[config.mk]
export PLATFORM = sky130hd
export DESIGN_NAME = psi_serial_receiver
export DESIGN_NICKNAME = d
export VERILOG_FILES = /design/src/rtl/psi_serial_receiver.sv
export SDC_FILE = /design/constraint.sdc
export NUM_CORES = 1
export LEC_CHECK = 0
export BUFFER_PORTS_ARGS = -buffer_cell sky130_fd_sc_hd__buf_2
export CORE_MARGIN = 1.5
export CORE_UTILIZATION = 40
export CTS_CLUSTER_SIZE = 40
export DETAILED_ROUTE_END_ITERATION = 8
export PLACE_DENSITY_LB_ADDON = 0.2
export SLEW_MARGIN = 20
export SYNTH_ARGS = -nofsm -noshare
export SYNTH_HDL_FRONTEND = slang
export SYNTH_SLANG_ARGS = --single-unit
[constraint.sdc]
create_clock -name clk_serial -period 2.36 [get_ports clk_serial]
set_input_delay 0.236 -clock clk_serial [delete_from_list [all_inputs] [get_ports clk_serial]]
set_output_delay 0.236 -clock clk_serial [all_outputs]
set_load 0.005 [all_outputs]
[src/rtl/psi_serial_receiver.sv]
// PSI serial link receiver: deframes start/payload/flag/stop frames from data_s
// into DATA_WIDTH-bit words presented on a single-entry valid/ready output register.
module psi_serial_receiver #(
    parameter int unsigned DATA_WIDTH = 32
) (
    input  logic                  clk_serial,
    input  logic                  rst_n,
    input  logic                  data_s,
    input  logic                  ready,
    output logic                  valid,
    output logic [DATA_WIDTH-1:0] data_p,
    output logic                  pktend,
    output logic                  busy,
    output logic                  frame_err,
    output logic                  overflow
);

    localparam int unsigned    CW       = (DATA_WIDTH > 1) ? $clog2(DATA_WIDTH) : 1;
    localparam logic [CW-1:0]  CNT_LAST = CW'(DATA_WIDTH - 1);

    localparam logic [1:0] S_IDLE = 2'd0;
    localparam logic [1:0] S_DATA = 2'd1;
    localparam logic [1:0] S_FLAG = 2'd2;
    localparam logic [1:0] S_STOP = 2'd3;

    logic [1:0]            state_q, state_d;
    logic [CW-1:0]         cnt_q, cnt_d;
    logic [DATA_WIDTH-1:0] shift_q, shift_d;
    logic                  flag_q, flag_d;
    logic                  valid_q, valid_d;
    logic [DATA_WIDTH-1:0] data_q, data_d;
    logic                  pktend_q, pktend_d;
    logic                  frame_err_q, frame_err_d;
    logic                  overflow_q, overflow_d;
    logic                  commit;

    // Deframing FSM
    always_comb begin
        state_d     = state_q;
        cnt_d       = cnt_q;
        shift_d     = shift_q;
        flag_d      = flag_q;
        commit      = 1'b0;
        frame_err_d = 1'b0;
        case (state_q)
            S_IDLE: begin
                cnt_d = '0;
                if (!data_s) begin
                    state_d = S_DATA;
                end
            end
            S_DATA: begin
                shift_d[cnt_q] = data_s;
                if (cnt_q == CNT_LAST) begin
                    // Clear rather than increment so cnt never wraps past the last bit.
                    cnt_d   = '0;
                    state_d = S_FLAG;
                end else begin
                    cnt_d = cnt_q + 1'b1;
                end
            end
            S_FLAG: begin
                flag_d  = data_s;
                state_d = S_STOP;
            end
            S_STOP: begin
                state_d = S_IDLE;
                if (data_s) begin
                    commit = 1'b1;
                end else begin
                    frame_err_d = 1'b1;
                end
            end
            default: begin
                state_d = S_IDLE;
            end
        endcase
    end

    // Output holding register: a transfer and a commit may coincide on one edge,
    // in which case the incoming word replaces the one just consumed.
    always_comb begin
        valid_d    = valid_q;
        data_d     = data_q;
        pktend_d   = pktend_q;
        overflow_d = 1'b0;
        if (valid_q && ready) begin
            valid_d = 1'b0;
        end
        if (commit) begin
            if (!valid_q || ready) begin
                valid_d  = 1'b1;
                data_d   = shift_q;
                pktend_d = flag_q;
            end else begin
                overflow_d = 1'b1;
            end
        end
    end

    always_ff @(posedge clk_serial or negedge rst_n) begin
        if (!rst_n) begin
            state_q     <= S_IDLE;
            cnt_q       <= '0;
            shift_q     <= '0;
            flag_q      <= 1'b0;
            valid_q     <= 1'b0;
            data_q      <= '0;
            pktend_q    <= 1'b0;
            frame_err_q <= 1'b0;
            overflow_q  <= 1'b0;
        end else begin
            state_q     <= state_d;
            cnt_q       <= cnt_d;
            shift_q     <= shift_d;
            flag_q      <= flag_d;
            valid_q     <= valid_d;
            data_q      <= data_d;
            pktend_q    <= pktend_d;
            frame_err_q <= frame_err_d;
            overflow_q  <= overflow_d;
        end
    end

    assign valid     = valid_q;
    assign data_p    = data_q;
    assign pktend    = pktend_q;
    assign busy      = (state_q != S_IDLE);
    assign frame_err = frame_err_q;
    assign overflow  = overflow_q;

endmodule
Word level (Yosys, flattened, before mapping)
Index checks and enable logic that the tools add are counted.
{"block": "totals", "regBits": 76, "in_bits": 4, "wordCells": 44}
{"block": "op_classes", "add_sub_neg": 1, "magnitude_cmp": 2, "n_eq_ne": 6, "muxes": 17, "reduce_logical": 9}
{"op": "$bwmux W32", "n": 1}
{"op": "$mux W1", "n": 10}
{"op": "$pmux W5 S2", "n": 1}
{"op": "$pmux W2 S4", "n": 1}
{"op": "$lt A5 B6 Y1 const B", "n": 1}
{"op": "$add A5 B1 Y5 const B", "n": 1}
{"op": "$demux W1 S5", "n": 1}
{"op": "$eq A5 B5 Y1 const B", "n": 1}
{"op": "$ge A5 B1 Y1 const B", "n": 1}
{"op": "$mux W5", "n": 1}
{"op": "$eq A2 B2 Y1 const B", "n": 2}
{"op": "$mux W2", "n": 2}
{"op": "$ne A2 B2 Y1 const B", "n": 2}
{"op": "$reduce_and A2 Y1", "n": 2}
{"op": "$reduce_bool A2 Y1", "n": 2}
{"op": "$eq A2 B1 Y1 const B", "n": 1}
{"op": "$logic_and A1 B1 Y1", "n": 2}
{"op": "$logic_not A2 Y1", "n": 1}
{"op": "$logic_not A1 Y1", "n": 1}
{"op": "$logic_or A1 B1 Y1", "n": 1}

Logic depth before layout (Yosys ltp)
Gate-level depths: netlist of the first run.
{"block": "logic_depth", "depth_word": 5, "ltp_mapped": 6}

Worst setup path before layout of the first run
OpenSTA, ideal clock, no wires.
{"block": "synth_timing", "kind": "register to register", "from": "register cnt_q[0]", "to": "register state_q[1]", "t_arrival_ns": 1.609, "required_time_ns": 2.235, "setup_slack_ns": 0.627, "path_stages_with_launch": 7, "path_buffers": 0, "cell_sequence": "dfrtp_1 > ha_1 > and3_1 > ha_1 > nor2b_1 > a21oi_1 > mux2_2"}
{"block": "synth_via", "elab_chain_len": 3}
{"element": "start, declared", "line": "27", "rtl": "logic [CW-1:0] cnt_q, cnt_d;"}
{"element": "start signal, assigned", "line": "114", "rtl": "cnt_q <= cnt_d;"}
{"element": "$eq A5 B5 Y1", "line": "54", "rtl": "if (cnt_q == CNT_LAST) begin"}
{"element": "$ne A2 B2 Y1 (no source line)"}
{"element": "$reduce_and A2 Y1 (no source line)"}
{"element": "end signal, assigned", "line": "113", "rtl": "state_q <= state_d;"}
{"element": "end, declared", "line": "26", "rtl": "logic [1:0] state_q, state_d;"}
Every way passes these cells.
A chain may end at the register's enable or synchronous reset.

Worst setup path in the final report of the first run
{"block": "layout_timing", "from": "register state_q[1]", "to": "register shift_q[10]"}
{"block": "layout_via", "elab_chain_len": 1}
{"element": "$eq A2 B1 Y1", "line": "45", "rtl": "case (state_q)"}
{"element": "end signal, assigned", "line": "115", "rtl": "shift_q <= shift_d;"}
{"element": "end, declared", "line": "28", "rtl": "logic [DATA_WIDTH-1:0] shift_q, shift_d;"}
Every way passes these cells.

==> impl_results.md, run 1 <==
* Setup Viol. Count Final at 0
* CTS clk-pin slew, worst paths at about 0.080 ns
* VDD IR-drop max at roughly 0.67 mV
* Post-Synthesis Cell Area at 0.003249 sq mm
* Worst Reg-to-Reg Cells at 5
* Layout cells sized above 1 at 33.22%
* CTS tree: done
* Vias in the first global route at 1,840
* Final Instance Area at 0.003676 sq mm
* Die ar. at slightly below 0.009 sq mm
* Antenna violations before repair at 0
* Seq cells post-synth at 76
* Die height at 93.13 um
* Ant. Diodes at 0
* Static Leak at about 1.9 nW
* DRT iter0 DRCs at 56
* Fin nets at 294
* Clock Tree Root: clkbuf_8
* Clock insertion delay at the later pin of the skew report at about 0.35 ns
* Largest net degree at the start of global routing at slightly below 80
* WP data arrival at between 2 and 2.5 ns
* Placed Area at 0.003507 sq mm
* Pins Over Slew Limit at 0
* IO Port Bufs at 40
* Starting density of the core at 41.62%
* Worst Path Max Fanout at 13
* Final Cycle Share at 78.34%
* GRT Residual Overflow at 0
* Final hold vios at 0
* Final non-filler cell total at roughly 390
* Most frequent cells in the layout: dfrtp_1 (76), buf_2 (39), mux2_1 (38), nor2_1 (30), mux2_2 (29)
* Reg2Reg Launch Point: state_q[1]
* Post-cts sizing count at 0
* Slowest stage delay, CP at between 0.4 and 0.5 ns
* Rows at 32
* CTS Hold Bufs at 0
* Clock Path Buffers at 2
* P&R area growth vs syn at 13.13%
* Gr usage total at ~14%
* Crit start category: flip-flop
* Syn Area/Cell at roughly 14 sq um
* CP startpoint: state_q[1]
* Synth area leader: dfrtp_1
* H-tree level count at 3
* Setup TNS at 0 ns
* Largest cells by area after synthesis: dfrtp_1 (59%), mux2_1 (13%), mux2_2 (10%), ha_1 (3.5%), nor2_1 (3.5%)
* TritonRoute pass-1 iters at 4
* Hold Path Class: input pin to asynchronous set/reset pin
* Critical Path RT at approximately 2.6 ns
* Mapped Cells at roughly 240
* Critical path capture point type: flip-flop
* Post-synthesis sequential area ratio at 58.53%
* Synth warn at 0
* Worst setup margin at roughly 0.5 ns
* Placed cells at about 370
* R2R setup slack at around 0.51 ns
* Critical path's slowest cell: dfrtp_1
* Yosys cell types at 26
* Area of the multi-input gates at 0.001222 sq mm
* Final ANT Viol Nets at 0
* Remaining DRCs at 0
* Slew HR at 37.63%
* Slew @ Worst Pin at 0.9355 ns
* Setup bufs post-CTS at 0
* Commonest non-fill, non-tap cell in the layout: dfrtp_1
* WL final at roughly 5500 um
* Syn_nets at 251
* Via count at between 1.5k and 2k
* Max Freq at approximately 540 MHz
* Max-cap violation count at 0
* Worst slack, placed at approximately 0.52 ns
* I/O pins at slightly above 40
* Worst setup path endpoint: shift_q[10]
* Pwr Total at 3.251 mW
* Placeable Area at about 0.008 sq mm
* Drt wl/cell at around 14 um
* Layout fillers at between 700 and 800
* CTS Buf Count at 9
* Share of the synthesized area in the top cell type at slightly below 60%
* Final HPWL DP at between 3000 and 4000 um
* RSZ-0062 raised after global routing: false
* Power per cell area at 884.4 mW/mm^2
* Min Tclk post-route at 1.849 ns
* Die X at a little over 90 um
* Layout Skew at roughly 0.0076 ns
* First-pass GRT wire length at around 9400 um
* Status: complete, no violations
* CTS sink cnt at 76
* R2r endpoint: shift_q[10]
* Register cell area after layout at between 0.0015 and 0.002 sq mm
* Vias per inst at ~4.8
* GPL Wtd Cong at 0.7410
* Crit path kind: flip-flop to flip-flop
* CP Cell Sequence: inv_1, ha_1, nand2_1, nor2_1, mux2_1
-- synth_stat cells --
cell type	n
mux2_1	38
and3_1	1
nor2_1	30
nor3_2	1
o32a_1	1
o21ai_0	1
mux2_2	29
nand2_1	11
dfrtp_1	76
nor2b_1	2
buf_4	1
inv_1	6
nand2b_4	1
nand3_1	6
o22ai_1	1
buf_6	7
buf_2	1
a22o_1	2
ha_1	9
nand3b_1	3
nor2b_2	1
clkbuf_1	3
xor2_1	1
or3b_4	3
a21oi_1	2
nand2_2	1
-- metal layers --
layer  vias up  part of all wire [%]  track usage (%)
met5         -                     0                0
met4         0                   1.4            5.808
met3         6                   4.3            4.878
met2        39                    43            20.50
met1       903                    51            19.87
li1        896                     -                -
-- power by group --
part           leakage (nW)  internal (mW)  switching, mW  total, mW
Sequential             1.03           1.50          0.125       1.62
Combinational         0.811          0.367          0.401      0.768
Clock                0.0783          0.379          0.483      0.862
-- worst max-delay path: cells and delay by family, from the launching register on --
family,cells,cell delay [ns]
buf+inv,1,0.08
fa+ha+maj,1,0.38
mux,1,0.33
simple gates,2,0.54
flops,1,0.41
-- per-stage QoR --
step	util (%)	hold slack, ns
2_1_floorplan	-	-0.05959
3_3_place_gp	44.92	0.4525
3_5_place_dp	44.92	0.4535
4_1_cts	47.08	0.06572
5_1_grt	47.08	0.1032
6_report	47.08	0.02006
-- sequential cells by signal, summed over array words and instances, names as in the netlist --
name / cells
state_q: 2
valid: 1
overflow: 1
data_p: 32
flag_q: 1
frame_err: 1
cnt_q: 5
shift_q: 32
pktend: 1
-- cells by family (layout without fill, tap and decap cells) --
group                    count (synthesis)  count (layout)  share of synthesized area (%)
multiplexers                            67              67                          23.22
XOR/XNOR                                 1               1                         0.2696
flip-flops                              76              76                          58.53
buffers and inverters                   18              66                          3.851
adder cells (fa/ha/maj)                  9               9                          3.466
AND/OR/NAND/NOR                         60              60                          9.165
AO/OA/AOI/OAI                            7               7                          1.502
-- final cells by class --
type                    count  area share, %
repair buffers             44          6.331
clock buffers              10          3.472
inverters                   6         0.6127
multi-input cells         144          33.25
clock inverters             6          1.123
well taps                 102          3.472
flip-flops and latches     76          51.74
-- worst min path at each step --
stage,start,end,slack [ns],depth (start not counted)
after floorplan,rst_n,cnt_q[0],-0.06,0
after global placement,rst_n,data_p[10],0.45,1
after detailed placement,rst_n,data_p[11],0.45,1
after CTS,rst_n,data_p[11],0.07,1
after global routing,rst_n,data_p[11],0.10,1
final,rst_n,data_p[11],0.02,1
(Power assumes the default switching activity.)
==> inputs of run 2 (changes only) <==
ABC_AREA = 1   (was default)
clock period = 1.8 ns   (was 2.36 ns; I/O delays follow)
==> run 2 against run 1 <==
Against the previous run: combinational power rose by 120%; sequential share of layout area fell by 2.6 points; largest power group unchanged; global-route usage up 2.2 points; register-to-register slack worse by 0.31 ns; first-iteration DRC count is 130% higher; final cell count grew 38%; critical path type unchanged.
==> impl_results.md, run 2 <==
* Slew HR at 69.39% (was 37.63%)
* Worst Reg-to-Reg Cells at 7 (was 5)
* Most frequent cells in the layout: nand2_1 (105), dfrtp_1 (76), o21ai_0 (54), inv_1 (46), buf_2 (39) (was dfrtp_1 (76), buf_2 (39), mux2_1 (38), nor2_1 (30), mux2_2 (29))
* Largest family of logic cells by synthesized area: simple AND/OR/NAND/NOR gates (was multiplexers)
* Via count at 2,549 (was 1,844)
* Final HPWL DP at 4530 um (was 3650 um)
* Final Cycle Share at 89.10% (was 78.34%)
* VDD IR-drop max at 0.5544 mV (was 0.6688 mV)
* CTS clk-pin slew, worst paths at 0.07 ns (was 0.08 ns)
* Largest delay contributor family on the critical path: buffers and inverters (was simple AND/OR/NAND/NOR gates)
* R2R setup slack at 0.20 ns (was 0.51 ns)
* Vias per inst at 4.764 (was 4.753)
* Mapped Cells at 387 (was 238)
* RSZ-0062 raised after global routing: false (unchanged)
* Final non-filler cell total at 535 (was 388)
* Pwr Total at 5.402 mW (was 3.251 mW)
* Critical path's slowest cell: dfrtp_1 (unchanged)
* Count leader, synth: nand2_1 (was dfrtp_1)
* Layout cells sized above 1 at 16.51% (was 33.22%)
* Post-Synthesis Cell Area at 0.003371 sq mm (was 0.003249 sq mm)
* Critical path capture point type: flip-flop (unchanged)
* Seq cells post-synth at 76 (unchanged)
* GPL Wtd Cong at 0.8594 (was 0.7410)
* Final hold vios at 0 (unchanged)
* Setup TNS at 0 ns (unchanged)
* Post-synthesis mux area share at 0% (was 23.22%)
* Crit start category: flip-flop (unchanged)
* H-tree level count at 3 (unchanged)
* Max Freq at 623.5 MHz (was 540.9 MHz)
* IO Port Bufs at 40 (unchanged)
* Clock insertion delay at the later pin of the skew report at 0.35 ns (about the same)
* Final ANT Viol Nets at 0 (unchanged)
* Syn Area/Cell at 8.710 sq um (was 13.65 sq um)
* WP data arrival at 1.85 ns (was 2.08 ns)
* Layout fillers at 836 (was 727)
* Worst setup path endpoint: shift_q[18] (was shift_q[10])
* Slowest stage delay, CP at 0.41 ns (about the same)
* Power per cell area at 1396 mW/mm^2 (was 884.4 mW/mm^2)
* Rows at 33 (was 32)
* Die ar. at 0.008986 sq mm (was 0.008673 sq mm)
* R2r endpoint: shift_q[18] (was shift_q[10])
* Crit path kind: flip-flop to flip-flop (unchanged)
* Final Instance Area at 0.003869 sq mm (was 0.003676 sq mm)
* Starting density of the core at 41.23% (was 41.62%)
* Async set-reset flop share out of synthesis at 100.0% (unchanged)
* CTS sink cnt at 76 (unchanged)
* Clock Path Buffers at 2 (unchanged)
* Worst Path Max Fanout at 11 (was 13)
* Compound-cell area share of the yosys netlist at 8.203% (was 1.502%)
* Hold Path Class: input pin to flip-flop (was input pin to asynchronous set/reset pin)
* Commonest cells post-synth: nand2_1 (105), dfrtp_1 (76), o21ai_0 (54) (was dfrtp_1 (76), mux2_1 (38), nor2_1 (30))
* P&R area growth vs syn at 14.77% (was 13.13%)
* Min Tclk post-route at 1.604 ns (was 1.849 ns)
* CP dominant cell by count: nand2_1
* Commonest non-fill, non-tap cell in the layout: nand2_1 (was dfrtp_1)
* DRT iter0 DRCs at 128 (was 56)
* Drt wl/cell at 12.29 um (was 14.20 um)
* Placed Area at 0.003665 sq mm (was 0.003507 sq mm)
* CTS tree: done (unchanged)
* Critical Path RT at 2.04 ns (was 2.59 ns)
* Synth area leader: dfrtp_1 (unchanged)
* Number of synthesized flops with an enable pin at 0 (unchanged)
* Post-Synth XOR/XNOR Area at 0% (was 0.2695%)
* Reg2Reg Launch Point: state_q[1] (unchanged)
* Clock Tree Root: clkbuf_8 (unchanged)
* Gr usage total at 16.56% (was 14.33%)
* Placeable Area at 0.008175 sq mm (was 0.007807 sq mm)
* Largest net degree at the start of global routing at 67 (was 77)
* Fin nets at 438 (was 294)
* Top_reg_cell synth: dfrtp_1 (unchanged)
* Synth warn at 0 (unchanged)
* Slew @ Worst Pin at 0.4592 ns (was 0.9355 ns)
* Placed cells at 518 (was 372)
* Static Leak at 2.002 nW (was 1.919 nW)
* Status: complete, no violations (unchanged)
* Yosys cell types at 19 (was 26)
* Hold slack at 0.06816 ns (was 0.02006 ns)
* I/O pins at 41 (unchanged)
* Layout Skew at 0.01073 ns (was 0.007633 ns)
* WL final at 6573 um (was 5508 um)
* Post-Synth Adder-Cell Area at 3.341% (was 3.466%)
* CP startpoint: state_q[1] (unchanged)
* Post-synthesis simple-gate area fraction at 22.64% (was 9.164%)
* Share of the synthesized area in the top cell type at 56.42% (was 58.53%)
* GRT Residual Overflow at 0 (unchanged)
* Setup Viol. Count Final at 0 (unchanged)
* Ant. Diodes at 0 (unchanged)
* Die height at 94.80 um (was 93.13 um)
* TritonRoute pass-1 iters at 5 (was 4)
* First-pass GRT wire length at 11,530 um (was 9384 um)
* Largest cells by area after synthesis: dfrtp_1 (56%), nand2_1 (12%), o21ai_0 (8.0%), inv_1 (5.5%), nand3_1 (5.2%) (was dfrtp_1 (59%), mux2_1 (13%), mux2_2 (10%), ha_1 (3.5%), nor2_1 (3.5%))
* Antenna violations before repair at 0 (unchanged)
* Pins Over Slew Limit at 0 (unchanged)
* Syn_nets at 400 (was 251)
* Die X at 94.80 um (was 93.13 um)
* Vias in the first global route at 2,482 (was 1,840)
* Worst Path Buf+Inv at 2 (was 1)
* CP Cell Sequence: inv_1, ha_2, nand2_1, inv_1, nand3_1, nand2_1, nand2_1 (was inv_1, ha_1, nand2_1, nor2_1, mux2_1)
* Max-cap violation count at 0 (unchanged)
* Post-synthesis sequential area ratio at 56.42% (was 58.53%)
* WP depth at 7 (was 5)
* Remaining DRCs at 0 (unchanged)
* CTS Buf Count at 9 (unchanged)
==> run 2: final cells by class <==
type	instances	area, sq um	share of cell area [%]
Inverter	51	202.7	5.239
Sequential cell	76	1902	49.16
Tap cell	105	131.4	3.396
Clock buffer	13	158.9	4.107
Multi-Input combinational cell	238	1155	29.85
Clock inverter	3	21.27	0.5498
Timing Repair Buffer	49	297.8	7.697
==> run 2: metrics by stage <==
stage,worst slack [ns],util (%)
detailed placement,0.08219,44.83
floorplan,0.4579,-
global route,0.07164,47.32
CTS,0.08817,47.15
global placement,0.1387,44.83
finish,0.1963,47.32
==> run 2: cell families after synthesis <==
| kind of cell | count (synthesis) |
|---|---|
| buffers and inverters | 73 |
| adder cells (fa/ha/maj) | 9 |
| flip-flops | 76 |
| AO/OA/AOI/OAI | 55 |
| AND/OR/NAND/NOR | 174 |
==> run 2: power breakdown <==
part	internal [mW]	switching, mW	total, mW
clock network	0.577	0.599	1.18
logic	0.697	0.987	1.68
registers	2.25	0.291	2.54
total	3.52	1.88	5.40
==> run 2: worst reg2reg max path, delay by kind of cell (launching register included) <==
family	cells	cell delay, ns
adders and majority gates	1	0.28
buffers and inverters	2	0.42
and+or+nand+nor	4	0.40
DFF	1	0.41
==> run 2: per-layer routing <==
metal	track usage, %	up-vias	part of all wire, %
met4	8.458	0	2.2
li1	-	1306	-
met2	25.12	52	44
met1	22.16	1179	49
met5	0	-	0
met3	3.704	12	4.4
==> run 2: what timing repair did <==
action,4_1_cts,5_1_grt
gates resized for setup,0,4
endpoints found under the setup margin,0,13
endpoints found under the hold margin,33,0
setup buffers,0,0
hold buffers,1,0
==> run 2: worst min-delay path by stage <==
stage / depth (start not counted) / to / slack [ns] / startpoint
after global routing: 2 / frame_err / 0.08 / data_s
after detailed placement: 1 / data_p[29] / 0.17 / rst_n
after floorplan: 0 / cnt_q[0] / -0.12 / rst_n
after CTS: 2 / frame_err / 0.06 / data_s
final: 2 / frame_err / 0.07 / data_s
after global placement: 1 / data_p[30] / 0.17 / rst_n
==> inputs of run 3 (changes only) <==
CELL_PAD_IN_SITES_DETAIL_PLACEMENT = 1   (was default)
CELL_PAD_IN_SITES_GLOBAL_PLACEMENT = 2   (was default)
CORE_UTILIZATION = 35   (was 40)
SKIP_LAST_GASP = 1   (was default)
clock period = 1.7 ns   (was 1.8 ns; I/O delays follow)
==> run 3 against run 2 <==
Against the previous run: critical path depth increased by 2; sequential power increased by 6%; clock power increased by 29%; cell area increased by 3.4%; routed wire length increased by 17%; worst hold slack got worse by 0.034 ns; largest cell class unchanged; largest power group unchanged.
==> impl_results.md, run 3 (synthesized netlist as in run 2, its figures left out) <==
* Worst setup margin at 0.1733 ns (was 0.1963 ns)
* Clock insertion delay at the later pin of the skew report at 0.34 ns (was 0.35 ns)
* Crit start category: flip-flop (unchanged)
* WP data arrival at 1.75 ns (was 1.85 ns)
* VDD IR-drop max at 0.5764 mV (was 0.5544 mV)
* CP dominant cell by count: nand2_1 (unchanged)
* Slew HR at 73.09% (was 69.39%)
* RSZ-0062 raised after global routing: false (unchanged)
* Remaining DRCs at 0 (unchanged)
* H-tree level count at 3 (unchanged)
* IO Port Bufs at 40 (unchanged)
* Hold_sp: data_s (unchanged)
* Hold slack at 0.03456 ns (was 0.06816 ns)
* Final ANT Viol Nets at 0 (unchanged)
* GRT Residual Overflow at 0 (unchanged)
* TritonRoute pass-1 iters at 4 (was 5)
* Placed Area at 0.003767 sq mm (was 0.003665 sq mm)
* Final Cycle Share at 89.81% (was 89.10%)
* Setup TNS at 0 ns (unchanged)
* Commonest non-fill, non-tap cell in the layout: nand2_1 (unchanged)
* Setup Viol. Count Final at 0 (unchanged)
* Static Leak at 2.082 nW (was 2.002 nW)
* Max Freq at 655.0 MHz (was 623.5 MHz)
* Met3 GRT Util at 3.175% (was 3.704%)
* Vias per inst at 4.741 (was 4.764)
* Hold Path Class: input pin to flip-flop (unchanged)
* Starting density of the core at 36.31% (was 41.23%)
* Ant. Diodes at 0 (unchanged)
* Critical Path RT at 1.92 ns (was 2.04 ns)
* CTS Buf Count at 9 (unchanged)
* GR Layer Usage met1 at 23.10% (was 22.16%)
* First-pass GRT wire length at 13,290 um (was 11,530 um)
* WL final at 7721 um (was 6573 um)
* Busiest layer in global routing: met2 (unchanged)
* CTS clk-pin slew, worst paths at 0.08 ns (was 0.07 ns)
* P&R area growth vs syn at 18.67% (was 14.77%)
* Vias in the first global route at 2,677 (was 2,482)
* Fin nets at 446 (was 438)
* Reg2Reg Launch Point: cnt_q[1] (was state_q[1])
* Power per cell area at 1534 mW/mm^2 (was 1396 mW/mm^2)
* Die ar. at 0.01023 sq mm (was 0.008986 sq mm)
* Clock Path Buffers at 2 (unchanged)
* Critical path capture point type: flip-flop (unchanged)
* Gr usage total at 16.56% (about the same)
* Slew @ Worst Pin at 0.4036 ns (was 0.4592 ns)
* Setup bufs post-CTS at 0 (unchanged)
* Critical path's slowest cell: dfrtp_1 (unchanged)
* Layout Skew at 0.01101 ns (was 0.01073 ns)
* DRT iter0 DRCs at 124 (was 128)
* Largest net degree at the start of global routing at 67 (unchanged)
* Status: complete, no violations (unchanged)
* Drt wl/cell at 13.62 um (was 12.29 um)
* Met2 Usage GRT at 26.07% (was 25.12%)
* Largest delay contributor family on the critical path: simple AND/OR/NAND/NOR gates (was buffers and inverters)
* Final Instance Area at 0.004000 sq mm (was 0.003869 sq mm)
* Via count at 2,688 (was 2,549)
* Pins Over Slew Limit at 0 (unchanged)
* Worst Path Max Fanout at 5 (was 11)
* Placeable Area at 0.009284 sq mm (was 0.008175 sq mm)
* Pwr Total at 6.136 mW (was 5.402 mW)
* Worst Path Buf+Inv at 1 (was 2)
* Final hold vios at 0 (unchanged)
* GPL Wtd Cong at 0.7944 (was 0.8594)
* Final HPWL DP at 5263 um (was 4530 um)
* Min Tclk post-route at 1.527 ns (was 1.604 ns)
* CTS sink cnt at 76 (unchanged)
* Max-cap violation count at 0 (unchanged)
* CP Cell Sequence: ha_1, nand2_1, nor2_1, ha_1, inv_1, nand2_1, nand2_1, nand2_1, o21ai_0 (was inv_1, ha_2, nand2_1, inv_1, nand3_1, nand2_1, nand2_1)
* Worst slack, placed at 0.06738 ns (was 0.08219 ns)
* Antenna violations before repair at 0 (unchanged)
* Die X at 101.1 um (was 94.80 um)
* Clock Tree Root: clkbuf_8 (unchanged)
* CTS tree: done (unchanged)
* Die height at 101.1 um (was 94.80 um)
* Layout cells sized above 1 at 18.04% (was 16.51%)
* CP startpoint: cnt_q[1] (was state_q[1])
* Slowest stage delay, CP at 0.43 ns (was 0.41 ns)
* I/O pins at 41 (unchanged)
* Most frequent cells in the layout: nand2_1 (105), dfrtp_1 (75), o21ai_0 (54), inv_1 (48), buf_2 (39) (was nand2_1 (105), dfrtp_1 (76), o21ai_0 (54), inv_1 (46), buf_2 (39))
* Rows at 35 (was 33)
* Crit path kind: flip-flop to flip-flop (unchanged)
-- run 3: cell types whose count changed in the layout (fill, tap and decap cells not counted), sizes merged --
cell,previous run,this run
clkinvlp,4,1
inv,47,50
buf,48,56
clkinv,3,4
clkbuf,13,10
bufinv,0,2
-- run 3: timing repair --
action                                  4_1_cts  5_1_grt
hold buffers                                  1        0
endpoints found under the setup margin        0       12
endpoints found under the hold margin        27        0
resized for setup                             0        3
-- run 3: worst register-to-register path, stage by stage (launching register included) --
cell and delay (ns):
dfrtp_1 0.43, ha_1 0.23, nand2_1 0.08, nor2_1 0.11
ha_1 0.18, inv_1 0.04, nand2_1 0.10, nand2_1 0.10
nand2_1 0.06, o21ai_0 0.08
-- run 3: cell type report --
type,count,area [sq um]
Clock buffer,10,127.6
Clock inverter,6,87.58
Fill cell,1131,5284
Inverter,51,195.2
Multi-Input combinational cell,238,1155
Sequential cell,76,1903
Tap cell,129,161.4
Timing Repair Buffer,57,370.4
-- run 3: worst paths after layout --
kind | endpoint | cells after the start | slack [ns]
worst min register to register | shift_q[18] | 2 | 0.47
max in group asynchronous | shift_q[15] | 3 | 0.80
min in group asynchronous | data_p[29] | 2 | 0.30
worst max-delay path | state_q[0] | 9 | 0.17
worst max register to register | state_q[0] | 9 | 0.17
worst min-delay path | frame_err | 2 | 0.03
-- run 3: stage by stage --
stage          util [%]  cells
3_5_place_dp      40.58    550
4_1_cts           43.01    567
2_1_floorplan         -    387
5_1_grt           43.09    567
3_3_place_gp      40.58    550
6_report          43.09    567
-- run 3: layer usage --
layer / vias to the layer above / part of all wire (%)
met5: - / 0
met4: 0 / 0.93
met3: 5 / 3.2
met2: 55 / 46
met1: 1303 / 50
li1: 1325 / -
-- run 3: report_power, final --
part,internal [mW],switching (mW),total [mW],leakage [nW]
Sequential,2.38,0.320,2.70,0.829
Clock,0.831,0.690,1.52,0.111
Combinational,0.812,1.10,1.91,1.14
Total,4.03,2.11,6.14,2.08
